==> src/rtl/lcd_inst_pkg.sv <==
// Shared types for the HD44780 controller: 9-bit {RS, byte} instruction word,
// controller states and the power-on initialisation ROM.
package lcd_inst_pkg;

    typedef struct packed {
        logic       rs;
        logic [7:0] data;
    } lcd_inst_t;

    typedef enum logic [2:0] {
        INIT_WAIT,
        INIT_CMD,
        IDLE,
        SETUP,
        PULSE,
        HOLD,
        EXEC_WAIT
    } state_t;

    localparam int N_INIT = 6;

    // Function set 8-bit/2-line (x3), display on, clear, entry mode increment.
    localparam lcd_inst_t INIT_ROM [N_INIT] = '{
        '{1'b0, 8'h38},
        '{1'b0, 8'h38},
        '{1'b0, 8'h38},
        '{1'b0, 8'h0C},
        '{1'b0, 8'h01},
        '{1'b0, 8'h06}
    };

    // Clear display and return home need the long execution wait.
    function automatic logic is_long_exec(input lcd_inst_t inst);
        return !inst.rs && (inst.data == 8'h01 || inst.data == 8'h02 || inst.data == 8'h03);
    endfunction

    function automatic int max_int(input int a, input int b);
        return (a > b) ? a : b;
    endfunction

endpackage

==> src/rtl/lcd_delay_timer.sv <==
// Single down-counter shared by every timed state: load N, done is high on the
// N-th cycle after the load, then the counter parks at zero.
module lcd_delay_timer #(
    parameter int WIDTH       = 20,
    parameter int RESET_VALUE = 1
) (
    input  logic             clk,
    input  logic             reset,
    input  logic             load,
    input  logic [WIDTH-1:0] load_value,
    output logic             done
);

    localparam logic [WIDTH-1:0] ONE = WIDTH'(1);

    logic [WIDTH-1:0] count;

    // NOTE: sequential state uses non-blocking assignments so every flop samples
    // the pre-edge values regardless of block ordering.
    always_ff @(posedge clk or posedge reset) begin
        if (reset) begin
            count <= WIDTH'(RESET_VALUE);
        end else if (load) begin
            count <= load_value;
        end else if (count != '0) begin
            count <= count - ONE;
        end
    end

    assign done = (count == ONE);

endmodule

==> src/rtl/lcd_hd44780_ctrl.sv <==
// Avalon-MM slave turning single-byte instruction/data writes into HD44780 bus
// cycles, with automatic power-on initialisation after reset.
module lcd_hd44780_ctrl
    import lcd_inst_pkg::*;
#(
    parameter int POWER_ON_CYC  = 750000,
    parameter int SETUP_CYC     = 2,
    parameter int PULSE_CYC     = 12,
    parameter int HOLD_CYC      = 1,
    parameter int EXEC_CYC      = 2000,
    parameter int EXEC_LONG_CYC = 82000
) (
    input  logic       clk,
    input  logic       reset,
    input  logic       address,
    input  logic       chipselect,
    input  logic       byteenable,
    input  logic       read,
    input  logic       write,
    input  logic [7:0] writedata,
    output logic       waitrequest,
    output logic [7:0] readdata,
    output logic [1:0] response,
    output logic [7:0] LCD_DATA,
    output logic       LCD_RS,
    output logic       LCD_RW,
    output logic       LCD_EN,
    output logic       LCD_ON,
    output logic       LCD_BLON
);

    localparam int MAX_CYC = max_int(max_int(max_int(POWER_ON_CYC, SETUP_CYC),
                                             max_int(PULSE_CYC, HOLD_CYC)),
                                     max_int(EXEC_CYC, EXEC_LONG_CYC));
    localparam int CNT_W = $clog2(MAX_CYC + 1);
    localparam logic [2:0] LAST_INIT = 3'(N_INIT - 1);

    state_t           state;
    lcd_inst_t        cur;
    logic [2:0]       init_idx;
    logic             in_init;
    logic [7:0]       inst_shadow;
    logic [7:0]       data_shadow;
    logic             wr_take;
    logic             tmr_load;
    logic [CNT_W-1:0] tmr_value;
    logic             tmr_done;
    logic             unused;

    // Reads have no side effect: readdata is always valid from the shadows.
    assign unused = read;

    // A byteenable=0 write is still accepted in IDLE, it just does nothing.
    assign wr_take = (state == IDLE) && chipselect && write && byteenable;

    // NOTE: every always_comb output gets a default first so no path leaves it
    // unassigned and infers a latch.
    always_comb begin
        tmr_load  = 1'b0;
        tmr_value = '0;
        case (state)
            INIT_CMD: begin
                tmr_load  = 1'b1;
                tmr_value = CNT_W'(SETUP_CYC);
            end
            IDLE: begin
                tmr_load  = wr_take;
                tmr_value = CNT_W'(SETUP_CYC);
            end
            SETUP: begin
                tmr_load  = tmr_done;
                tmr_value = CNT_W'(PULSE_CYC);
            end
            PULSE: begin
                tmr_load  = tmr_done;
                tmr_value = CNT_W'(HOLD_CYC);
            end
            HOLD: begin
                tmr_load  = tmr_done;
                tmr_value = is_long_exec(cur) ? CNT_W'(EXEC_LONG_CYC) : CNT_W'(EXEC_CYC);
            end
            default: ;
        endcase
    end

    lcd_delay_timer #(
        .WIDTH       (CNT_W),
        .RESET_VALUE (POWER_ON_CYC)
    ) u_timer (
        .clk        (clk),
        .reset      (reset),
        .load       (tmr_load),
        .load_value (tmr_value),
        .done       (tmr_done)
    );

    always_ff @(posedge clk or posedge reset) begin
        if (reset) begin
            state       <= INIT_WAIT;
            cur         <= '0;
            init_idx    <= '0;
            in_init     <= 1'b1;
            LCD_EN      <= 1'b0;
            LCD_RS      <= 1'b0;
            LCD_DATA    <= 8'h00;
            // NOTE: the readdata shadows are plain registers, not RAM, so they
            // are cleared with the rest of the state.
            inst_shadow <= 8'h00;
            data_shadow <= 8'h00;
        end else begin
            case (state)
                INIT_WAIT: begin
                    if (tmr_done) state <= INIT_CMD;
                end
                INIT_CMD: begin
                    cur      <= INIT_ROM[init_idx];
                    LCD_RS   <= INIT_ROM[init_idx].rs;
                    LCD_DATA <= INIT_ROM[init_idx].data;
                    state    <= SETUP;
                end
                IDLE: begin
                    if (wr_take) begin
                        cur      <= '{address, writedata};
                        LCD_RS   <= address;
                        LCD_DATA <= writedata;
                        if (address) data_shadow <= writedata;
                        else         inst_shadow <= writedata;
                        state    <= SETUP;
                    end
                end
                SETUP: begin
                    if (tmr_done) begin
                        LCD_EN <= 1'b1;
                        state  <= PULSE;
                    end
                end
                PULSE: begin
                    if (tmr_done) begin
                        LCD_EN <= 1'b0;
                        state  <= HOLD;
                    end
                end
                HOLD: begin
                    if (tmr_done) state <= EXEC_WAIT;
                end
                EXEC_WAIT: begin
                    if (tmr_done) begin
                        if (in_init && init_idx != LAST_INIT) begin
                            init_idx <= init_idx + 3'd1;
                            state    <= INIT_CMD;
                        end else begin
                            in_init <= 1'b0;
                            state   <= IDLE;
                        end
                    end
                end
                default: state <= INIT_WAIT;
            endcase
        end
    end

    assign waitrequest = (state != IDLE);
    assign readdata    = address ? data_shadow : inst_shadow;
    assign response    = 2'b00;
    assign LCD_RW      = 1'b0;
    assign LCD_ON      = 1'b1;
    assign LCD_BLON    = 1'b1;

endmodule
==> config.mk <==
export PLATFORM = sky130hd
export DESIGN_NAME = lcd_hd44780_ctrl
export DESIGN_NICKNAME = d
export VERILOG_FILES = /design/src/rtl/lcd_inst_pkg.sv /design/src/rtl/lcd_delay_timer.sv /design/src/rtl/lcd_hd44780_ctrl.sv
export SDC_FILE = /design/constraint.sdc
export NUM_CORES = 1
export LEC_CHECK = 0
export ABC_CLOCK_PERIOD_IN_PS = 2600
export BUFFER_PORTS_ARGS = -buffer_cell sky130_fd_sc_hd__buf_2
export CORE_UTILIZATION = 55
export CTS_CLUSTER_DIAMETER = 150
export DETAILED_ROUTE_END_ITERATION = 8
export PLACE_DENSITY = 0.85
export SLEW_MARGIN = 10
export SYNTH_ARGS = -nofsm -noshare
export SYNTH_HDL_FRONTEND = slang
export SYNTH_SLANG_ARGS = --single-unit
export TNS_END_PERCENT = 1
==> constraint.sdc <==
create_clock -name clk -period 2.6 [get_ports clk]
set_input_delay 0.26 -clock clk [delete_from_list [all_inputs] [get_ports clk]]
set_output_delay 0.26 -clock clk [all_outputs]
set_load 0.05 [all_outputs]
# Yosys cells after proc, flatten, opt, wreduce, memory -nomap -nowiden
# Memory sizes are Yosys's and may differ from the RTL's.
# Index checks and enable logic that the tools add are counted.
op_classes:
  add_sub_neg: 2
  mux: 25
  order_cmp: 1
  n_bitwise: 3
  reduce_logical: 22
  n_eq_ne: 18
op_table:
  columns: ["operator", "n"]
  rows:
  - ["case mux 17 bit (4 select lines)", 1]
  - ["two-way mux 20 bit", 2]
  - ["two-way mux 9 bit", 3]
  - ["case mux 3 bit (7 select lines)", 1]
  - ["equality test 20 x 1 -> 1 bit (second input constant)", 1]
  - ["nonzero test 20 bit", 1]
  - ["subtractor 20 x 1 -> 20 bit (second input constant)", 1]
  - ["two-way mux 3 bit", 6]
  - ["case mux 9 bit (2 select lines)", 1]
  - ["two-way mux 17 bit", 1]
  - ["equality test 8 x 2 -> 1 bit (second input constant)", 2]
  - ["two-way mux 8 bit", 2]
  - ["case mux 8 bit (2 select lines)", 1]
  - ["AND reduction 3 bit", 5]
  - ["inequality test 2 bit (second input constant)", 6]
  - ["equality test 3 bit (second input constant)", 3]
  - ["equality test 8 x 1 -> 1 bit (second input constant)", 1]
  - ["equality test 3 x 2 -> 1 bit (second input constant)", 2]
  - ["AND reduction 6 bit", 1]
  - ["nonzero test 2 bit", 3]
  - ["logical AND 1 bit", 5]
  - ["greater-or-equal comparator 4 bit (second input constant)", 1]
  - ["NOT 3 -> 4 bit", 1]
  - ["case mux 1 bit (2 select lines)", 2]
  - ["other kinds (14)", 18]
totals:
  word_cells: 83
  register_bits: 62
  inputBits: 15
  out_inout_bits: 24
  mem_count: 1
  rom_bits: 72
mem_list:
  columns: ["memory", "depth", "width", "read_ports", "rd_clocked_by_memory_dff", "write_ports", "line", "text"]
  rows:
  - ["(name not given)", 8, 9, 1, 0, 0, "lcd_hd44780_ctrl.sv:118", "LCD_DATA <= INIT_ROM[init_idx].data;"]

# Logic depth before layout (Yosys ltp)
logic_depth:
  ltp_word: 7
  depth_mapped: 8
  depth_no_buf: 7

# Hierarchy
# Synthesis repeated with hierarchy kept, for this count alone.
hier_totals:
  cells_unflattened: 296
  area_unflattened_um2: 3005.4
by_module_without_submodules:
  columns: ["mod", "seq_area_each_um2", "cells_per_inst", "area_per_inst_um2", "n_inst"]
  rows:
  - ["lcd_hd44780_ctrl", 827.0, 157, 1697.9, 1]
  - ["lcd_delay_timer", 513.0, 139, 1307.5, 1]

# Worst setup path before layout
# No wires, ideal clock.
synth_timing:
  path_type: "reg2reg"
  startpoint: "register u_timer.count[11]"
  endpoint: "register init_idx[2]"
  required_time_ns: 2.472
  setup_ns: 0.128
  n_path_buf: 0
  stages_incl_launch_ff: 6
  setup_slack_ns: 0.478
  period_less_slack_ns: 2.122
  arrival_time_ns: 1.995
  path_cell_list: "dfrtp_1 nor3_1 nand3_2 nor3_4 nor4b_4 mux2_1"
synth_between:
  elab_chain_cells: 2
synth_rtl:
  columns: ["item", "line", "text"]
  rows:
  - ["from (decl)", "lcd_delay_timer.sv:16", "logic [WIDTH-1:0] count;"]
  - ["from (signal assigned)", "lcd_delay_timer.sv:22", "count <= WIDTH'(RESET_VALUE);"]
  - ["from (signal assigned)", "lcd_delay_timer.sv:24", "count <= load_value;"]
  - ["from (signal assigned)", "lcd_delay_timer.sv:26", "count <= count - ONE;"]
  - ["equality test 20 x 1 -> 1 bit", "lcd_delay_timer.sv:30", "assign done = (count == ONE);"]
  - ["AND reduction 3 bit (no line)", null, null]
  - ["to (signal assigned)", "lcd_hd44780_ctrl.sv:149", "init_idx <= init_idx + 3'd1;"]
  - ["to (decl)", "lcd_hd44780_ctrl.sv:40", "logic [2:0] init_idx;"]
# Every way passes these cells.
# A chain may end at the register's enable or synchronous reset.

# Worst setup path in the final report
layout_timing:
  startpoint: "register u_timer.count[9]"
  endpoint: "register u_timer.count[0]"
layout_between:
  elab_chain_cells: 3
  elab_cells_between_ends: 5
  classes_between: "eq/ne: 1; mux: 2; reduce/logical: 2"
layout_rtl:
  columns: ["item", "line", "text"]
  rows:
  - ["equality test 20 x 1 -> 1 bit", "lcd_delay_timer.sv:30", null]
  - ["case mux 1 bit (3 select lines)", "lcd_hd44780_ctrl.sv:61", "case (state)"]
  - ["two-way mux 20 bit / nonzero test 2 bit (equally long branches)", null, null]
# Several ways; a longest one is shown, not always the timed one.

==> impl_metrics.toml <==
[outcome]
status = "finished clean"

[die]
floorplan.initialDensity = 0.571
fp-row-count = 26
io_pins = 39
dieArea_mm2 = 0.00556
core_mm2 = 0.00507
fp.dieH_um = 74.6
die_x_um = 74.6

[clocking]
cts_resized = 0
clk_pin_slew_ns = 0.09
cts_tree = "done"
cts-root-buf = "clkbuf_8"
clk_latency_ns = 0.31
cts_buffer_depth = 2
cts.sinks = 53
cts_made_buffers = 5
htreeDepth = 2
cts_hold_buf = 1
post_cts_buffers = 0

[power_and_ir_drop]
power_density_mw_per_mm2 = 419
p_leak_nw = 1.48
vdd_ir_drop_max_mv = 0.452

[detailed_routing]
avgRoutedWirePerCell_um = 15.1
ant_nets = 0
vias = 2204
drc = 0
drt-initial-drc-count = 135
first_pass_iters = 4
avgViaCountPerCell = 5.70
wl_um = 5860

[global_routing]
antenna_found_initial = 0
grt_pass1_wl_um = 9830
grt_max_degree = 22
gr-total-overflow = 0
grt_pass1_vias = 2200
grt_use_total = 0.239

[logic_synthesis]
synth_seq_cells = 53
syn_avg_cell_area_um2 = 10.3
ys_seq_area_frac = 0.462
synth_area_mm2 = 0.00290
synth_edf_count = 0
synthFlopType = "dfrtp_1"
async_reset_ff_frac = 1.00
synthCells = 281
ys_types = 52
yosysWarnings = 0

[setup_path]
crit_fanout = 7
crit_type = "reg -> reg"
crit_chain = "nor3_1, nand3_2, nor4_4, nor2_1, mux2_2"
regToRegStartpoint = "u_timer.count[9]$_DFFE_PP0P_"
crit_buf_inv = 0
r2r-end = "u_timer.count[0]$_DFFE_PP0P_"
r2r_cells = 5
worstPathRequired_ns = 2.80
end_kind = "flop"
crit_slowest_cell = "nor4_4"
cpPeakStageDelay_ns = 0.48
arrival_ns = 2.43
cp_top_family = "simple AND/OR/NAND/NOR gates"
cp-start-kind = "flop"
regToRegSetupSlack_ns = 0.37

[final_layout]
final_nets = 336
antenna_cells = 0
multi_input_area_mm2 = 0.00146
drive_gt1_frac = 0.303
syn2layout_area_growth_pct = 11.8
register_area_mm2 = 0.00134
final_util = 0.639
n_fill_cell = 413

[place]
dp_hpwl_um = 4440
io_buffers = 32
gp_congestion = 0.876

[timing]
fin_crit_sh = 0.858
setup_violations = 0
period_minus_slack_ns = 2.23
slew_violations = 0
rsz0062_at_grt = "no"
skew_ns = 0.0100
max_freq_mhz = 448
finalHoldViolations = 0
worst_slew_pin_slew_ns = 0.515
slew-limit-headroom = 0.648
setup_tns_ns = 0

[min_path]
holdCritStartpoint = "writedata[7]"
hold_class = "in -> reg"
min_to = "LCD_DATA[7]$_DFFE_PP0P_"
hold_depth = 3

[run]
maxCapViolCount = 0
layout by cell type (no fill, tap or decap), drive strengths merged, types with 7 or more instances in the layout:
cell type   n
nor4        8
a21oi      13
dfrtp      42
nand2      19
xnor2       9
inv         9
buf        40
nor2       28
xor2        7
nor3       18
o21ai       7
nor2b      10
dfstp      11
mux2       27
cell type report:
cell class,count,area share
multi-input combinational,207,0.450
sequential,53,0.414
timing repair buffer,41,0.0710
tap,70,0.0270
clock buffer,5,0.0212
inverter,8,0.00927
clock inverter,3,0.00811
routing by layer:
layer	up-vias	wire length (um)	global-route usage
met5	-	0	0
met4	0	89	0.0901
met3	9	251	0.0610
met2	55	3070	0.403
met1	1082	2450	0.295
li1	1058	-	-
logic make-up after synthesis:
kind of cell	count (synthesis)	share of synthesized area
and+or+nand+nor	106	0.205
DFF	53	0.462
AOI/OAI and AO/OA	42	0.0959
muxes	32	0.122
buffers and inverters	24	0.0384
xor gates and xnor gates	16	0.0484
adders and majority gates	6	0.0250
other	2	0.00259
worst max-delay path by stage:
stage	startpoint	endpoint	slack, ns	cells after the start
after floorplan	u_timer.count[11]$_DFFE_PP0P_	init_idx[2]$_DFFE_PP0P_	0.48	5
after global placement	u_timer.count[18]$_DFFE_PP0P_	u_timer.count[0]$_DFFE_PP0P_	0.44	5
after detailed placement	u_timer.count[18]$_DFFE_PP0P_	u_timer.count[0]$_DFFE_PP0P_	0.39	5
after CTS	u_timer.count[18]$_DFFE_PP0P_	u_timer.count[0]$_DFFE_PP0P_	0.37	5
after global routing	u_timer.count[18]$_DFFE_PP0P_	u_timer.count[0]$_DFFE_PP0P_	0.19	5
final	u_timer.count[9]$_DFFE_PP0P_	u_timer.count[0]$_DFFE_PP0P_	0.37	5
power breakdown:
group	leakage [nW]	switching, mW	internal, mW
combinational	0.773	0.0420	0.0125
sequential	0.656	0	0.825
clock	0.0487	0.283	0.197
total	1.48	0.324	1.03
Yosys cell counts, types with 5 or more instances:
| library cell | number | area [um2] |
|---|---|---|
| buf_4 | 5 | 37.5 |
| mux2i_1 | 5 | 50.1 |
| xor2_1 | 7 | 61.3 |
| nor3_1 | 17 | 85.1 |
| dfrtp_1 | 42 | 1050 |
| nand2_1 | 19 | 71.3 |
| dfstp_2 | 11 | 289 |
| clkbuf_1 | 9 | 33.8 |
| a2bb2oi_1 | 5 | 43.8 |
| a21oi_1 | 13 | 65.1 |
| nor2_1 | 27 | 101 |
| o21ai_0 | 7 | 35.0 |
| inv_1 | 8 | 30.0 |
| xnor2_1 | 9 | 78.8 |
| nor2b_1 | 9 | 56.3 |
| nor4_1 | 6 | 37.5 |
| ha_1 | 5 | 62.6 |
| mux2_2 | 26 | 293 |
tightest hold or removal path, stage by stage:
cell and delay (ns):
buf_2 0.10, nand2_1 0.06, nand2_1 0.05
stage by stage:
step           setup WS [ns]  total power [mW]  hold WS (ns)  std cells  instance area, um2
6_report               0.370              1.36         0.194        387                3240
5_1_grt                0.185              1.41         0.194        387                3240
4_1_cts                0.366              1.37         0.189        387                3240
3_5_place_dp           0.386             0.894         0.274        378                3140
3_3_place_gp           0.445             0.893         0.268        378                3140
2_1_floorplan          0.478             0.879         0.365        284                2910
sequential cells by signal, summed over array words and instances, names as in the netlist:
register,count
LCD_DATA,8
LCD_EN,1
LCD_RS,1
data_shadow,8
in_init,1
init_idx,3
inst_shadow,8
state,3
u_timer.count,20
No activity file was read; power rests on OpenSTA's default activity.
